`config.mk`:
```
export PLATFORM = sky130hd
export DESIGN_NAME = sdp_ram_reader
export DESIGN_NICKNAME = d
export VERILOG_FILES = /design/src/rtl/sdp_ram_pkg.sv /design/src/rtl/sdp_rd_fifo.sv /design/src/rtl/sdp_ram_reader.sv
export SDC_FILE = /design/constraint.sdc
export NUM_CORES = 1
export LEC_CHECK = 0
export ABC_AREA = 1
export BUFFER_PORTS_ARGS = -buffer_cell sky130_fd_sc_hd__buf_2
export CORE_MARGIN = 2
export CORE_UTILIZATION = 44
export DETAILED_ROUTE_END_ITERATION = 10
export HOLD_SLACK_MARGIN = 0.02
export PLACE_DENSITY = 0.62
export RECOVER_POWER = 50
export REMOVE_ABC_BUFFERS = 1
export SLEW_MARGIN = 20
export SYNTH_ARGS = -nofsm -noshare
export SYNTH_HDL_FRONTEND = slang
export SYNTH_HIERARCHICAL = 1
export SYNTH_SLANG_ARGS = --single-unit
```
`constraint.sdc`:
```
create_clock -name clk -period 2.4 [get_ports clk]
set_clock_uncertainty 0.05 [all_clocks]
set_input_delay 0.48 -clock clk [delete_from_list [all_inputs] [get_ports clk]]
set_output_delay 0.48 -clock clk [all_outputs]
set_load 0.005 [all_outputs]
```
`src/rtl/sdp_ram_pkg.sv`:
```
// Shared constants and types for the simple-dual-port RAM read engine.
// Holds default geometry, the read FSM state type and the parity lane layout.
// Parity helpers are only used when SDP_RD_PARITY_EN is defined.
package sdp_ram_pkg;

    localparam int DATA_WIDTH_DEF = 72;
    localparam int DATA_DEPTH_DEF = 4096;
    localparam int ADDR_WIDTH_DEF = $clog2(DATA_DEPTH_DEF);

    // Parity mode: 8 byte lanes, lane i parity bit lives at PAR_BASE + i
    localparam int PAR_LANES     = 8;
    localparam int PAR_LANE_BITS = 8;
    localparam int PAR_BASE      = 64;

    typedef enum logic [1:0] {
        IDLE  = 2'd0,
        READ  = 2'd1,
        DRAIN = 2'd2
    } rd_state_t;

endpackage

```
`src/rtl/sdp_rd_fifo.sv`:
```
// Generic synchronous FIFO with occupancy count, no reset on the storage array.
// Latency: a word pushed in cycle c is visible on pop_dat/vld in cycle c+1.
// Backpressure: none internally; the writer must guarantee room (checked by assertion).
module sdp_rd_fifo #(
    parameter int WIDTH = 8,
    parameter int DEPTH = 4,
    parameter int CW    = $clog2(DEPTH + 1)
) (
    input  logic             clk,
    input  logic             rst_n,
    input  logic             push,
    input  logic [WIDTH-1:0] push_dat,
    input  logic             pop,
    output logic [WIDTH-1:0] pop_dat,
    output logic             vld,
    output logic [CW-1:0]    count
);

    localparam int PW = (DEPTH > 1) ? $clog2(DEPTH) : 1;

    logic [WIDTH-1:0] mem [DEPTH];
    logic [PW-1:0]    wr_ptr;
    logic [PW-1:0]    rd_ptr;

    // Pointer advance with explicit wrap so non-power-of-two depths work
    function automatic logic [PW-1:0] bump(input logic [PW-1:0] p);
        return (p == PW'(DEPTH - 1)) ? '0 : p + PW'(1);
    endfunction

    // Storage write; contents need no reset because count gates visibility
    always_ff @(posedge clk) begin
        if (push) begin
            mem[wr_ptr] <= push_dat;
        end
    end

    // Pointer and occupancy tracking; simultaneous push and pop keep count
    always_ff @(posedge clk or negedge rst_n) begin
        if (!rst_n) begin
            wr_ptr <= '0;
            rd_ptr <= '0;
            count  <= '0;
        end else begin
            if (push) wr_ptr <= bump(wr_ptr);
            if (pop)  rd_ptr <= bump(rd_ptr);
            case ({push, pop})
                2'b10:   count <= count + CW'(1);
                2'b01:   count <= count - CW'(1);
                default: count <= count;
            endcase
        end
    end

    assign pop_dat = mem[rd_ptr];
    assign vld     = (count != '0);

    a_no_overflow: assert property (@(posedge clk) disable iff (!rst_n)
        !(push && !pop && (count == CW'(DEPTH))));

    a_no_underflow: assert property (@(posedge clk) disable iff (!rst_n)
        !(pop && (count == '0)));

endmodule

```
`src/rtl/sdp_ram_reader.sv`:
```
// Read-side engine: sweeps RAM port B over a wrap-around range and streams the words out.
// Latency: start in cycle 0 -> enb in cycle 1 -> first m_valid in cycle 2+RD_LATENCY.
// Backpressure: full valid/ready; reads issue only while fifo_count+inflight < FIFO_DEPTH.
// Optional: define SDP_RD_PARITY_EN to build the per-lane even-parity check driving par_err.
module sdp_ram_reader
    import sdp_ram_pkg::*;
#(
    parameter int DATA_WIDTH = DATA_WIDTH_DEF,
    parameter int DATA_DEPTH = DATA_DEPTH_DEF,
    parameter int ADDR_WIDTH = $clog2(DATA_DEPTH),
    parameter int RD_LATENCY = 2,
    parameter int FIFO_DEPTH = 4
) (
    input  logic                  clk,
    input  logic                  rst_n,
    input  logic                  start,
    input  logic [ADDR_WIDTH-1:0] base_addr,
    input  logic [ADDR_WIDTH:0]   len,
    output logic                  busy,
    output logic                  done,
    output logic                  enb,
    output logic [ADDR_WIDTH-1:0] addrb,
    input  logic [DATA_WIDTH-1:0] doutb,
    output logic                  m_valid,
    output logic [DATA_WIDTH-1:0] m_data,
    output logic                  m_last,
    input  logic                  m_ready,
    output logic                  par_err
);

    localparam int CW = $clog2(FIFO_DEPTH + 1);
    localparam int IW = $clog2(RD_LATENCY + 1);
    localparam int SW = CW + IW;
    localparam logic [ADDR_WIDTH-1:0] ADDR_ONE = ADDR_WIDTH'(1);
    localparam logic [ADDR_WIDTH:0]   REM_ONE  = (ADDR_WIDTH + 1)'(1);

    rd_state_t             state;
    rd_state_t             state_nxt;
    logic [ADDR_WIDTH-1:0] addr_q;
    logic [ADDR_WIDTH:0]   rem_q;
    logic [RD_LATENCY-1:0] vld_sr;
    logic [RD_LATENCY-1:0] last_sr;
    logic [IW-1:0]         inflight;
    logic [CW-1:0]         fifo_count;
    logic                  credit_ok;
    logic                  last_issue;
    logic                  accept;
    logic                  done_set;
    logic                  drain_ok;
    logic                  pop;
    logic                  fifo_vld;
    logic [DATA_WIDTH:0]   fifo_dout;

    // Tokens currently travelling through the RAM latency pipeline
    always_comb begin
        inflight = '0;
        for (int i = 0; i < RD_LATENCY; i++) begin
            inflight = inflight + IW'(vld_sr[i]);
        end
    end

    // Every issued read is guaranteed a FIFO slot before it is launched
    assign credit_ok  = (SW'(fifo_count) + SW'(inflight)) < SW'(FIFO_DEPTH);
    assign enb        = (state == READ) && (rem_q != '0) && credit_ok;
    assign last_issue = enb && (rem_q == REM_ONE);
    assign addrb      = addr_q;
    assign pop        = fifo_vld && m_ready;

    // Only the final word can remain once the pipeline is empty in DRAIN
    assign drain_ok = (inflight == '0) &&
                      ((fifo_count == '0) || ((fifo_count == CW'(1)) && pop));

    // Next-state and command-level strobes
    always_comb begin
        state_nxt = state;
        accept    = 1'b0;
        done_set  = 1'b0;
        case (state)
            IDLE: begin
                if (start) begin
                    if (len != '0) begin
                        accept    = 1'b1;
                        state_nxt = READ;
                    end else begin
                        done_set = 1'b1;
                    end
                end
            end
            READ: begin
                if (last_issue) state_nxt = DRAIN;
            end
            DRAIN: begin
                if (drain_ok) begin
                    done_set  = 1'b1;
                    state_nxt = IDLE;
                end
            end
            default: state_nxt = IDLE;
        endcase
    end

    // State register plus busy/done; busy covers the done cycle of a real command
    always_ff @(posedge clk or negedge rst_n) begin
        if (!rst_n) begin
            state <= IDLE;
            busy  <= 1'b0;
            done  <= 1'b0;
        end else begin
            state <= state_nxt;
            busy  <= (state_nxt != IDLE) || ((state == DRAIN) && drain_ok);
            done  <= done_set;
        end
    end

    // Address walks modulo depth; remaining counts down per issued read
    always_ff @(posedge clk or negedge rst_n) begin
        if (!rst_n) begin
            addr_q <= '0;
            rem_q  <= '0;
        end else if (accept) begin
            addr_q <= base_addr;
            rem_q  <= len;
        end else if (enb) begin
            addr_q <= addr_q + ADDR_ONE;
            rem_q  <= rem_q - REM_ONE;
        end
    end

    // Valid/last token pipeline matching the fixed RAM read latency
    always_ff @(posedge clk or negedge rst_n) begin
        if (!rst_n) begin
            vld_sr  <= '0;
            last_sr <= '0;
        end else begin
            vld_sr[0]  <= enb;
            last_sr[0] <= last_issue;
            for (int i = 1; i < RD_LATENCY; i++) begin
                vld_sr[i]  <= vld_sr[i-1];
                last_sr[i] <= last_sr[i-1];
            end
        end
    end

    sdp_rd_fifo #(
        .WIDTH (DATA_WIDTH + 1),
        .DEPTH (FIFO_DEPTH),
        .CW    (CW)
    ) u_fifo (
        .clk      (clk),
        .rst_n    (rst_n),
        .push     (vld_sr[RD_LATENCY-1]),
        .push_dat ({last_sr[RD_LATENCY-1], doutb}),
        .pop      (pop),
        .pop_dat  (fifo_dout),
        .vld      (fifo_vld),
        .count    (fifo_count)
    );

    // Output is forced to zero while empty so reset and idle show a clean bus
    assign m_valid = fifo_vld;
    assign m_data  = fifo_vld ? fifo_dout[DATA_WIDTH-1:0] : '0;
    assign m_last  = fifo_vld && fifo_dout[DATA_WIDTH];

`ifdef SDP_RD_PARITY_EN
    logic par_bad;
    logic par_err_q;

    // Any byte lane whose 9 bits hold odd parity is a mismatch
    always_comb begin
        par_bad = 1'b0;
        for (int i = 0; i < PAR_LANES; i++) begin
            par_bad = par_bad |
                      (^{m_data[PAR_BASE+i], m_data[i*PAR_LANE_BITS +: PAR_LANE_BITS]});
        end
    end

    // Sticky error, cleared by a new command
    always_ff @(posedge clk or negedge rst_n) begin
        if (!rst_n) begin
            par_err_q <= 1'b0;
        end else if (accept) begin
            par_err_q <= 1'b0;
        end else if (pop && par_bad) begin
            par_err_q <= 1'b1;
        end
    end

    assign par_err = par_err_q;
`else
    assign par_err = 1'b0;
`endif

endmodule

```
==> impl_metrics.ini <==
[power_and_ir_drop]
leakagePower_nw = 8.19
p_per_area_nw_per_um2 = 1320
peakVddDrop_mv = 0.822

[worst_setup_path]
r2r-start = u_fifo/count[1]
r2r_slack_ns = 0.36
path_cells = buf_6 -> clkbuf_16 -> nor2_1 -> nor2_1 -> nand2_1 -> nand2_1 -> nand2_1 -> inv_1 -> buf_2
end_kind = output pin
slowest_stage = dfrtp_4
worstSetupStartpointType = flip-flop
cp_num_buf_inv = 4
worst-path-stages = 9
path_common_cell = nand2_1
reg2reg_to = u_fifo/count[2]
crit_type = flip-flop to output pin
critPathRequiredTime_ns = 1.87
crit_fanout = 11
slowest_delay_ns = 0.56
r2r_cells = 10
cp_top_family = flip-flops
worstPathArrival_ns = 1.95

[timing]
fmax_mhz = 403
finalMaxSlewViolations = 0
period_share_pct = 104
tightestPinTransition_ns = 0.682
slew_headroom_pct = 54.5
final.min_clock_period_ns = 2.48
setup_ws_ns = -0.0841
setup_violations = 30
grt_setup_unrepaired = true
finalHoldViolCount = 0

[die]
die_area_sq_um = 36000
die_w_microns = 190
start_util_pct = 45.0
num_rows = 67
fp.dieH_microns = 190
boundaryPins = 191
coreArea_sq_um = 33700

[routing]
highest_layer = met5
via_per_inst = 4.71
drtPass1Iterations = 5
wl_met3_microns = 2080
route.met2.wl_microns = 15500
ant_nets = 0
drt-met1-wl_microns = 13800
drt_iter0_drc = 597
postRouteWirelength_microns = 31900
vias = 10367
wl_per_cell_microns = 14.5
drc = 0

[logic_synthesis]
netlist_area_sq_um = 15200
synth_largest_area_cell = edfxtp_1
synth_area_leaders = edfxtp_1 58%, nand2_1 12%, dfrtp_1 6.6%, inv_1 6.6%, nor2_1 4.5%
yosysWarningCount = 6
ys_seq_area_share_pct = 64.4
synth.distinct_cells = 31
ys_ff_latch = 332
syn_area_per_cell_sq_um = 9.97
yosysTopAreaCellShare_pct = 57.8
netlist_instances = 1521

[cts]
clock-sinks = 332
cts.path.max_buffers = 3
clock_latency_ns = 0.50
clk_pin_slew_ns = 0.06
htreeDepth = 2
cts_inserted_buffers = 36
root_buffer = clkbuf_16
cts_tree = built

[grt]
overflow = 0
grt_max_degree = 66
grt_pass1_vias = 9615
grt_usage_pct = 16.9
grt_pass1_wl_microns = 48600
antenna_found_initial = 3

[final_layout]
layoutNonFillerInstCount = 2201
final_area_sq_um = 18100
final_nets = 1843
drive_above_1_share_pct = 15.5
area_delta_synth_final_pct = 19.6

[status]
status = finished with violations
violations = negative setup slack

[hold_path]
min_to = rem_q[11]
whs_path_depth = 3
holdCritStartpoint = len[11]
min_path_type = primary input to flip-flop

[place]
port-buffer-count = 189
place.gp.congestion = 0.861
dp.cells = 2119
pre_cts_slack_ns = 0.313
postPlaceCellArea_sq_um = 16600
hpwl_microns = 18700

[run]
drv_cap = 0
[cells by family (layout without fill, tap and decap cells)]
kind of cell / count (synthesis) / after routing / share of synthesized area, %
other: 1 / 3 / 0.0247
adder cells (fa/ha/maj): 13 / 13 / 1.12
buffers and inverters: 336 / 566 / 9.97
AO/OA/AOI/OAI: 86 / 86 / 4.45
flip-flops: 332 / 332 / 64.4
XOR/XNOR: 13 / 13 / 0.751
AND/OR/NAND/NOR: 740 / 740 / 19.3
[where the power goes]
part	switching [mW]	total [mW]	internal (mW)
Combinational	6.15	10.4	4.24
Clock	2.07	5.02	2.95
Sequential	0.613	8.51	7.89
Total	8.83	23.9	15.1
[worst min-delay path: cells and delay by family]
family                 cells  cell delay (ns)
and+or+nand+nor            2             0.12
buffers and inverters      1             0.09
[layer usage]
| metal | vias up | global-route usage, % |
|---|---|---|
| met3 | 39 | 3.58 |
| met2 | 276 | 28.8 |
| li1 | 5230 | - |
| met4 | 4 | 4.03 |
| met5 | - | 0 |
| met1 | 4818 | 22.3 |
[flip-flops by register name, summed over array words and instances, names as in the netlist]
name / count
rem_q: 13
vld_sr: 2
last_sr: 2
u_fifo/count: 3
done: 1
u_fifo/rd_ptr: 2
u_fifo/mem: 292
busy: 1
u_fifo/wr_ptr: 2
state: 2
addrb: 12
[through the flow]
step	setup TNS (ns)	hold WS, ns	utilization, %	total power, mW
after floorplan	-316.51	0.134	-	13.7
after global placement	0	0.286	49.3	17.8
after detailed placement	0	0.293	49.3	18.0
after CTS	-3.14	0.108	52.9	23.4
after global routing	-7.67	0.162	53.8	25.8
final	-0.672	0.168	53.8	23.9
[how the worst max path moves through the flow]
| stage | startpoint | to | slack [ns] |
|---|---|---|---|
| 4_1_cts | u_fifo/rd_ptr[0] | m_data[12] | -0.11 |
| 3_5_place_dp | u_fifo/rd_ptr[0] | m_last | 0.31 |
| 2_1_floorplan | u_fifo/rd_ptr[0] | m_data[10] | -3.62 |
| 6_report | u_fifo/rd_ptr[0] | m_data[41] | -0.08 |
| 5_1_grt | u_fifo/rd_ptr[0] | m_data[41] | -0.16 |
| 3_3_place_gp | u_fifo/rd_ptr[0] | m_last | 0.35 |
[cells in the final DEF, fill, tap and decap left out, drive strengths merged, types with 3 or more instances in the layout]
cell      n
buf     156
clkbuf  124
clkinv   19
dfrtp    40
edfxtp  292
ha       12
inv     264
nand2   487
nand3    51
nand3b    8
nand4     3
nor2    185
o211ai   73
o21ai    10
or2       4
xor2     11
[Yosys cell counts (all sizes together)]
| master | number |
|---|---|
| nand2 | 487 |
| edfxtp | 292 |
| inv | 267 |
| nor2 | 185 |
| o211ai | 73 |
| buf | 59 |
| nand3 | 51 |
| dfrtp | 40 |
| ha | 12 |
| xor2 | 11 |
| clkbuf | 10 |
| o21ai | 10 |
| nand3b | 8 |
| or2 | 4 |
| nand4 | 3 |
| a21oi | 2 |
| nor3 | 2 |
| xnor2 | 2 |
| a211oi | 1 |
| conb | 1 |
| fa | 1 |
[layout make-up]
type	instances	area, sq um
multi-input cells	853	3990
flip-flops and latches	332	9770
fillers	2973	15600
repair buffers	239	1730
inverters	267	1010
clock inverters	18	143
well taps	448	561
diodes	2	5.00
clock buffers	42	923
[what timing repair did]
| item | 4_1_cts | 5_1_grt |
|---|---|---|
| hold endpoints to repair | 28 | 0 |
| setup endpoints to repair | 54 | 74 |
| resized for setup | 10 | 47 |
| setup buffers | 5 | 2 |
| gates cloned | 2 | 10 |
| hold buffers | 1 | 0 |
| pin swaps | 2 | 11 |
Power figures use the tool's default switching activity.
